File: config.mk
export PLATFORM = sky130hd
export DESIGN_NAME = top_a1_q4_irq_ctrl_8
export DESIGN_NICKNAME = d
export VERILOG_FILES = /design/src/rtl/top_a1_q4_irq_ctrl_8.sv
export SDC_FILE = /design/constraint.sdc
export NUM_CORES = 1
export LEC_CHECK = 0
export ABC_AREA = 0
export CAP_MARGIN = 15
export CELL_PAD_IN_SITES_DETAIL_PLACEMENT = 1
export CELL_PAD_IN_SITES_GLOBAL_PLACEMENT = 2
export CORE_MARGIN = 3
export CORE_UTILIZATION = 26
export CTS_BUF_LIST = sky130_fd_sc_hd__clkbuf_8
export DETAILED_ROUTE_END_ITERATION = 10
export HOLD_SLACK_MARGIN = 0.1
export PLACE_DENSITY = 0.82
export SYNTH_ARGS = -nofsm -noshare
export SYNTH_HDL_FRONTEND = slang
export SYNTH_SLANG_ARGS = --single-unit
File: constraint.sdc
create_clock -name clk -period 1.2 [get_ports clk]
set_input_delay 0.24 -clock clk [delete_from_list [all_inputs] [get_ports clk]]
set_output_delay 0.24 -clock clk [all_outputs]
set_load 0.1 [all_outputs]
File: src/rtl/top_a1_q4_irq_ctrl_8.sv
// Eight-source edge-triggered interrupt controller: latches rising edges into pending,
// presents the highest-priority unmasked source and holds it until acknowledged.
module top_a1_q4_irq_ctrl_8 (
  input  logic       clk,
  input  logic       rst,
  input  logic [7:0] irq_in,
  input  logic [7:0] mask,
  input  logic       irq_ack,
  output logic       irq_valid,
  output logic [2:0] irq_id,
  output logic [7:0] pending
);

  // state   | meaning
  // IDLE    | no grant presented; evaluates eligible sources every edge
  // PRESENT | irq_id frozen and valid until irq_ack

  typedef enum logic {IDLE, PRESENT} state_t;

  state_t     state;
  logic [7:0] irq_in_d;
  logic [7:0] rise;
  logic [7:0] eligible;
  logic [7:0] clr;
  logic [2:0] top_idx;

  always_comb begin
    rise     = irq_in & ~irq_in_d;
    eligible = pending & ~mask;
    top_idx  = 3'd0;
    for (int i = 0; i < 8; i++) begin
      if (eligible[i]) top_idx = 3'(i);
    end
    clr = 8'h00;
    if (state == PRESENT && irq_ack) clr[irq_id] = 1'b1;
  end

  always_ff @(posedge clk) begin
    if (rst) begin
      // all-ones history keeps lines held high through reset from posting requests
      irq_in_d  <= 8'hFF;
      pending   <= 8'h00;
      irq_valid <= 1'b0;
      irq_id    <= 3'd0;
      state     <= IDLE;
    end else begin
      irq_in_d <= irq_in;
      // a fresh edge on the acknowledged source wins over its clear
      pending  <= (pending & ~clr) | rise;
      case (state)
        IDLE: begin
          if (|eligible) begin
            state     <= PRESENT;
            irq_valid <= 1'b1;
            irq_id    <= top_idx;
          end
        end
        PRESENT: begin
          if (irq_ack) begin
            state     <= IDLE;
            irq_valid <= 1'b0;
          end
        end
        default: begin
          state     <= IDLE;
          irq_valid <= 1'b0;
        end
      endcase
    end
  end

endmodule

# After elaboration in Yosys (flattened, before gate mapping)

Cells that the tools add are included.
Widths: inputs -> output; s select.

Register bits after elaboration: 21
Input bits: 19

Magnitude comparators: 2
Equal/unequal tests: 2
Multiplexer cells: 16
Bitwise gates (word level): 8
Reductions and logical operators: 5

Operators with widths:

| kind               | count |
|---|---|
| $and 8x8->8        | 3 |
| $not 8->8          | 3 |
| $mux 3             | 4 |
| $mux 8             | 1 |
| $or 8x8->8         | 1 |
| $reduce_or 8->1    | 1 |
| $mux 1             | 6 |
| $lt 3x4->1 const B | 1 |
| $mux 2             | 2 |
| $ne 2x2->1 const B | 2 |
| $pmux 1 s2         | 2 |
| $reduce_and 2->1   | 2 |
| $demux 1 s3        | 1 |
| $ge 3x1->1 const B | 1 |
| $logic_and 1x1->1  | 2 |
| $not 1->1          | 1 |

# Depth between registers and ports, before layout

Depth after elaboration: 9
Mapped depth: 4
Gate-level depth less buffers: 4

# Worst setup path before layout

Ideal clock, no wire load.

Path type: flip-flop to flip-flop
Start point: register pending[6]
End point: register irq_id[1]
Data arrival time: 1.748 ns
Data required time: 1.128 ns
Path slack: -0.620 ns
Cell stages (with the launch flop): 5
Clock period less this slack: 1.820 ns
Cells stage by stage: dfxtp_1 -> nand2b_1 -> o2111a_1 -> a21oi_2 -> mux2i_1

Cells in the longest elaborated chain, start to end: 3
Elaborated cells on any way between the ends: 5
Classes of those cells: 2 x mux; 1 x bitwise; 2 x reduce/logical

RTL lines:

| what                                                        | RTL line | source |
|---|---|---|
| start: declaration                                          | 11       | `output logic [7:0] pending` |
| start signal: assignment                                    | 49       | `pending <= (pending & ~clr) \| rise;` |
| $and 8x8->8 *                                               | 29       | `eligible = pending & ~mask;` |
| $reduce_or 8->1 or $mux 3 (tied branches)                   | 52, 32   |  |
| $reduce_and 2->1 (no source line) or $mux 3 (tied branches) | -        |  |
| end signal: assignment                                      | 55       | `irq_id <= top_idx;` |
| end: declaration                                            | 10       | `output logic [2:0] irq_id,` |

Every way passes the cells marked *; elsewhere a longest branch is shown, timed or not.
A chain may end at the register's enable or synchronous reset.

# Worst setup path after layout

Start point: register pending[5]
End point: register irq_id[0]

Cells in the longest elaborated chain, start to end: 4
Elaborated cells on any way between the ends: 6
Classes of those cells: 3 x mux; 1 x bitwise; 2 x reduce/logical

RTL lines:

| what                | RTL line | source |
|---|---|---|
| $and 8x8->8 *       | 29       |  |
| $mux 3 (3 in a row) | 32       | `if (eligible[i]) top_idx = 3'(i);` |

Marked as above.

==> impl_metrics.env <==
export IMPL_coreArea_um2=3130
export IMPL_cp_end_kind="flop"
export IMPL_path_buf_inv=1
export IMPL_layout_common_cells="12 x buf_12, 10 x nand2b_1, 10 x clkdlybuf4s50_1"
export IMPL_async_flop_share_pct=0
export IMPL_post_drt_wl_per_cell_um=15.3
export IMPL_synthCells=95
export IMPL_ys_seq_area_share_pct=47.9
export IMPL_vias_per_cell=4.69
export IMPL_die_w_um=64.1
export IMPL_worstRegToRegCells=4
export IMPL_worst_slew_pin_transition_ns=0.281
export IMPL_drv_cap=0
export IMPL_crit_start="pending[5]"
export IMPL_setup_ws_ns=-0.0230
export IMPL_worstPathArrival_ns=1.37
export IMPL_grt_pass1_vias=910
export IMPL_timing_rr_start="pending[5]"
export IMPL_final_cells=179
export IMPL_post_route_min_period_ns=1.22
export IMPL_grt_pass1_wl_um=4600
export IMPL_powerDensity_nw_per_um2=1190
export IMPL_cts_inserted_buffers=3
export IMPL_synth_area_um2=877
export IMPL_placed_area_um2=1420
export IMPL_totalPowerFinal_mw=1.85
export IMPL_ys_warn_count=0
export IMPL_synth_seq_cells=21
export IMPL_cts_clk_slew_worst_paths_ns=0.08
export IMPL_h_tree_depth=1
export IMPL_synth_nets=114
export IMPL_slew_viol_final=0
export IMPL_cts_tree="done"
export IMPL_antenna_cells=0
export IMPL_cts_hold_buffers=0
export IMPL_grt_start_max_net_pins=17
export IMPL_clock_skew_final_ns=0.000663
export IMPL_yosysUniqueCellTypes=28
export IMPL_max_stage_delay_ns=0.37
export IMPL_dp_hpwl_um=1960
export IMPL_gp_congestion=0.731
export IMPL_final_common_cell="buf_12"
export IMPL_pin_count=31
export IMPL_dieHeight_um=64.1
export IMPL_clk_latency_ns=0.26
export IMPL_routed_wl_um=2730
export IMPL_core_rowCount=20
export IMPL_dp_cells=171
export IMPL_grtUsageTotal_pct=14.6
export IMPL_relSlewSlack_pct=81.0
export IMPL_critical_path_top_delay_family="compound AO/OA/AOI/OAI gates"
export IMPL_port_buffer_count=30
export IMPL_seq_area_um2=459
export IMPL_critPathKind="flop to flop"
export IMPL_postRouteAntennaNets=0
export IMPL_violations="negative setup slack"
export IMPL_total_leakage_power_nw=0.645
export IMPL_drt_iter0_markers=26
export IMPL_crit_chain="inv_2 > o2111a_2 > a41oi_1 > o21ai_2"
export IMPL_peakVddDrop_uv=710
export IMPL_rsz0062_at_grt="yes"
export IMPL_synth_ff_type="dfxtp_1"
export IMPL_critPathCapture="irq_id[0]"
export IMPL_drc=0
export IMPL_avgSynthCellArea_um2=9.23
export IMPL_fmax_mhz=818
export IMPL_final_util_pct=50.0
export IMPL_clockBufferDepth=2
export IMPL_initial_core_util_pct=28.0
export IMPL_finalInstanceArea_um2=1560
export IMPL_post_route_period_util_pct=102
export IMPL_drive_gt1_share_pct=45.2
export IMPL_outcome="finished, violations left"
export IMPL_multiInputGateArea_um2=490
export IMPL_synth_edff_count=0
export IMPL_hold_viol=0
export IMPL_crit_fanout=5
export IMPL_cp_required_ns=1.35
export IMPL_dr_pass1_iters=4
export IMPL_grt_overflow=0
export IMPL_r2r_end="irq_id[0]"
export IMPL_antenna_found_initial=0
export IMPL_rrSetupSlack_ns=-0.02
export IMPL_crit_cells=4
export IMPL_vias=839
export IMPL_hp_class="input port to flop"
export IMPL_slowest_stage="dfxtp_4"
export IMPL_nNetsFinal=155
export IMPL_die_area_um2=4110
export IMPL_root_buffer="clkbuf_8"
export IMPL_area_growth_pct=78.2
export IMPL_fill_cells=356
export IMPL_setup_tns_final_ns=-0.0230
export IMPL_finalSetupViolCount=1
export IMPL_critPathLaunchType="flop"
export IMPL_cts_sinks=21
-- routing by layer --
metal	vias to the layer above	global-route usage [%]	part of all wire (%)
met5	-	0	0
met4	0	3.23	0.99
met3	5	4.04	3.2
met2	16	27.2	57
met1	407	16.2	39
li1	411	-	-
-- what timing repair did --
| item | in CTS | in global routing |
|---|---|---|
| pin swaps | 5 | 6 |
| setup buffers | 2 | 2 |
| setup endpoints to repair | 6 | 9 |
| gates resized for setup | 10 | 9 |
-- state kept, by name, summed over array words and instances (netlist names) --
| signal | flops |
|---|---|
| pending | 8 |
| irq_valid | 1 |
| irq_id | 3 |
| state | 1 |
| irq_in_d | 8 |
-- metrics by stage --
step,hold slack (ns),setup WS [ns]
5_1_grt,0.391,-0.0792
3_3_place_gp,0.460,-0.315
4_1_cts,0.480,0.00156
2_1_floorplan,0.347,-0.0835
3_5_place_dp,0.466,-0.378
6_report,0.336,-0.0230
-- cell families after synthesis --
group,count (synthesis),share of synthesized area (%)
AO/OA/AOI/OAI,32,24.1
buffers and inverters,7,3.99
flip-flops,21,47.9
multiplexers,1,1.14
AND/OR/NAND/NOR,34,22.8
-- how the worst min path moves through the flow --
stage                startpoint          end  slack [ns]  cells after the start
global placement    irq_in_d[1]   pending[1]        0.46                      2
global route            irq_ack        state        0.39                      3
detailed placement  irq_in_d[5]   pending[5]        0.47                      2
floorplan             irq_in[0]  irq_in_d[0]        0.35                      1
finish                  irq_ack        state        0.34                      3
CTS                 irq_in_d[5]   pending[5]        0.48                      2
-- cell usage after synthesis (2+ instances only) --
| library cell | number | area share (%) |
|---|---|---|
| nor2b_1 | 2 | 1.4 |
| o21ai_0 | 8 | 4.6 |
| o31ai_1 | 2 | 1.7 |
| nand2b_1 | 16 | 11 |
| inv_1 | 4 | 1.7 |
| or2_2 | 8 | 5.7 |
| o21a_1 | 2 | 1.7 |
| a21oi_1 | 9 | 5.1 |
| nand2_1 | 5 | 2.1 |
| dfxtp_1 | 21 | 48 |
-- final cells by class --
class                      instances  share of cell area [%]
multi-input combinational         67                    31.4
timing repair buffer              39                    31.8
clock inverter                     1                   0.320
clock buffer                       3                    2.64
tap                               44                    3.52
sequential                        21                    29.4
inverter                           4                   0.961
-- worst register-to-register path: stages (launching register included) --
cell      delay, ns
dfxtp_4        0.37
inv_2          0.04
o2111a_2       0.29
a41oi_1        0.32
o21ai_2        0.09
-- report_power, final --
part           switching [mW]  total, mW  internal [mW]
Combinational           0.327      0.585          0.258
Sequential             0.0613      0.803          0.741
Clock                   0.236      0.467          0.232
Total                   0.624       1.85           1.23
(Power assumes the default switching activity.)
==> RTL edit (same settings) <==
Add an input register stage for `irq_in` and `irq_ack`, without a reset; this delays them by one clock. The other inputs are not delayed to match.
--- a/src/rtl/top_a1_q4_irq_ctrl_8.sv
+++ b/src/rtl/top_a1_q4_irq_ctrl_8.sv
@@ -19,2 +19,10 @@
 
+  logic [7:0] irq_q;
+  logic irq_ack_q;
+
+  always_ff @(posedge clk) begin
+    irq_q     <= irq_in;
+    irq_ack_q <= irq_ack;
+  end
+
   state_t     state;
@@ -27,3 +35,3 @@
   always_comb begin
-    rise     = irq_in & ~irq_in_d;
+    rise     = irq_q & ~irq_in_d;
     eligible = pending & ~mask;
@@ -34,3 +42,3 @@
     clr = 8'h00;
-    if (state == PRESENT && irq_ack) clr[irq_id] = 1'b1;
+    if (state == PRESENT && irq_ack_q) clr[irq_id] = 1'b1;
   end
@@ -46,3 +54,3 @@
     end else begin
-      irq_in_d <= irq_in;
+      irq_in_d <= irq_q;
       // a fresh edge on the acknowledged source wins over its clear
@@ -58,3 +66,3 @@
         PRESENT: begin
-          if (irq_ack) begin
+          if (irq_ack_q) begin
             state     <= IDLE;
Behaviour: not the same (a bounded check fails within 4 cycles, from zero or initial values and one cycle with rst high).
==> RTL edit against the original RTL <==
Sequential cell count is 9 higher. Largest cell class is now registers. Highest routed layer unchanged. Synthesized cell count increased by 8.4%. Die area rose by 18%. The flow still finishes with violations (setup timing). Total power increased by 35%. Area after synthesis is 20% higher. Setup slack improved by 11 ps. Cell area increased by 15%. Wire length down 0.88%. Critical endpoint is now irq_id[1]$_SDFFE_PP0P_.
==> RTL edit: results (changes against the original RTL) <==
* Hold path depth: 1 (-2)
- Met3 Resource Use GR: 5.22% (+1.2 points)
- The number of violations of the max-capacitance limit is 0 (unchanged).
* Global router's overall resource usage: 12.1% (-2.5 points)
- CTS H-Tree Depth: 2 (+1)
- Root Buffer Master: clkbuf_8
- Endpoint of the lowest-slack register-to-register path: irq_id[1]$_SDFFE_PP0P_
* Slew of the pin with the lowest slew margin: 262 ps (-19.2 ps)
* Slowest stage delay, CP: 370 ps (about the same)
- Initial antenna violation count: 0 (unchanged)
- The first-pass GRT wire length was 4.55 mm (-1.2%).
- The number of DRC violations after detailed-routing iteration 0 is 20 (-23%).
- The post-synthesis async set-or-reset flop share is 0% (unchanged).
- Largest net degree at the start of global routing: 18 (+1)
* Final weighted congestion in routability-driven placement: 0.829 (+13%)
* Worst Reg2Reg Path Length in Cells: 4 (unchanged)
- Tightest Hold Check Type: in -> reg
* Final wirelength: 2.71 mm (-0.88%)
* Highest net fanout along the worst path: 6 (+1)
- CTS clk-pin slew, worst paths: 60 ps (-20 ps)
* Count of cell types in the netlist: 27 (-3.6%)
* Final setup violation count: 2 (+1)
- The final critical-path setup slack came to -12.1 ps (+10.8 ps).
- Layout cell share with drive strength beyond 1: 43.7% (-1.5 points)
- The largest individual stage delay along the critical path comes from the cell a2111oi_4.
* Sequential fraction of the synthesis area: 56.9% (+9.0 points)
- The checks that failed: setup timing.
* Vias in the first global route: 973 (+6.9%)
- The post-synth net total was 122 (+7.0%).
- Skew-Pair Late Insertion Delay: 270 ps
- The worst-case vdd ir drop is 0.000686 V (-3.4%).
* Number of setup buffers added after CTS: 0 (-2)
- The final net count was 169 (+9.0%).
- The detailed-placement wirelength estimate was 2.09 mm (+6.5%).
* Dominant cells by area after synthesis: dfxtp_1 (57%), nand2b_1 (8.9%), or2_2 (4.7%)
* Setup Crit Path Kind: reg -> reg
* Placement Setup Slack: -401 ps (-23.2 ps)
- Antenna-violating nets left: 0 (unchanged)
- The number of diodes is 0 (unchanged).
- Leakage dissipation: 0.000742 uW (+15%)
- Number of port buffers: 30 (unchanged)
* GR met2 Demand/Resource: 20.1% (-7.1 points)
- The run finished, with violations left.
* Top flop regs: irq_in_d x8, irq_q x8, pending x8
- Met1 demand-to-capacity share in global routing: 13.5% (-2.7 points)
* Inserted Clock Buffers: 5 (+2)
* Top cell types by occurrence after synthesis: dfxtp_1 (30), nand2b_1 (15), a21oi_1 (9), or2_2 (8), o21ai_0 (7)
- Worst clock skew: 4.92 ps (+4.25 ps)
- The total number of yosys warnings is 0 (unchanged).
- Via count: 899 (+7.2%)
## RTL edit: worst min path at each step
stage                                  end  slack [ps]             start
global route              irq_q[3]$_DFF_P_         400         irq_in[3]
global placement    irq_in_d[2]$_SDFF_PP1_         430  irq_q[2]$_DFF_P_
CTS                       irq_q[3]$_DFF_P_         400         irq_in[3]
detailed placement  irq_in_d[1]$_SDFF_PP1_         430  irq_q[1]$_DFF_P_
finish                    irq_q[2]$_DFF_P_         410         irq_in[2]
floorplan                irq_ack_q$_DFF_P_         270           irq_ack
## RTL edit: metal layers
layer  wire length (um)  up-vias
met3                113        4
met4                 18        0
li1                   -      448
met5                  0        -
met1               1180      429
met2               1400       18
## RTL edit: metrics by stage
step	total power, uW	std cells	setup TNS, ps	area, um^2
final	2500	199	-20.4	1800
after global routing	2620	199	-118	1800
after CTS	2540	199	-23.7	1800
after detailed placement	1800	191	-2650	1700
after global placement	1790	191	-2340	1700
after floorplan	1510	103	-523	1130
## RTL edit: cell type report
class	count	area (um^2)
clock inverters	3	11.3
well taps	48	60.1
fillers	400	1970
repair buffers	42	500
inverters	5	18.8
clock buffers	5	68.8
flip-flops and latches	30	638
multi-input cells	66	505
## RTL edit: logic make-up after synthesis
logic type	Yosys count	share of synthesized area [%]
flops	30	56.9
simple gates	35	19.6
compound gates	31	21.0
buf+inv	7	2.49
## RTL edit: report_power, final
part	switching (uW)	internal, uW	total (uW)
logic	364	284	648
clock network	334	385	719
registers	70.4	1060	1130
## RTL edit: repair_timing
| action | CTS | global route |
|---|---|---|
| resized for setup | 12 | 2 |
| pin swaps | 7 | 3 |
| gates cloned | 0 | 0 |
| setup endpoints to repair | 5 | 4 |
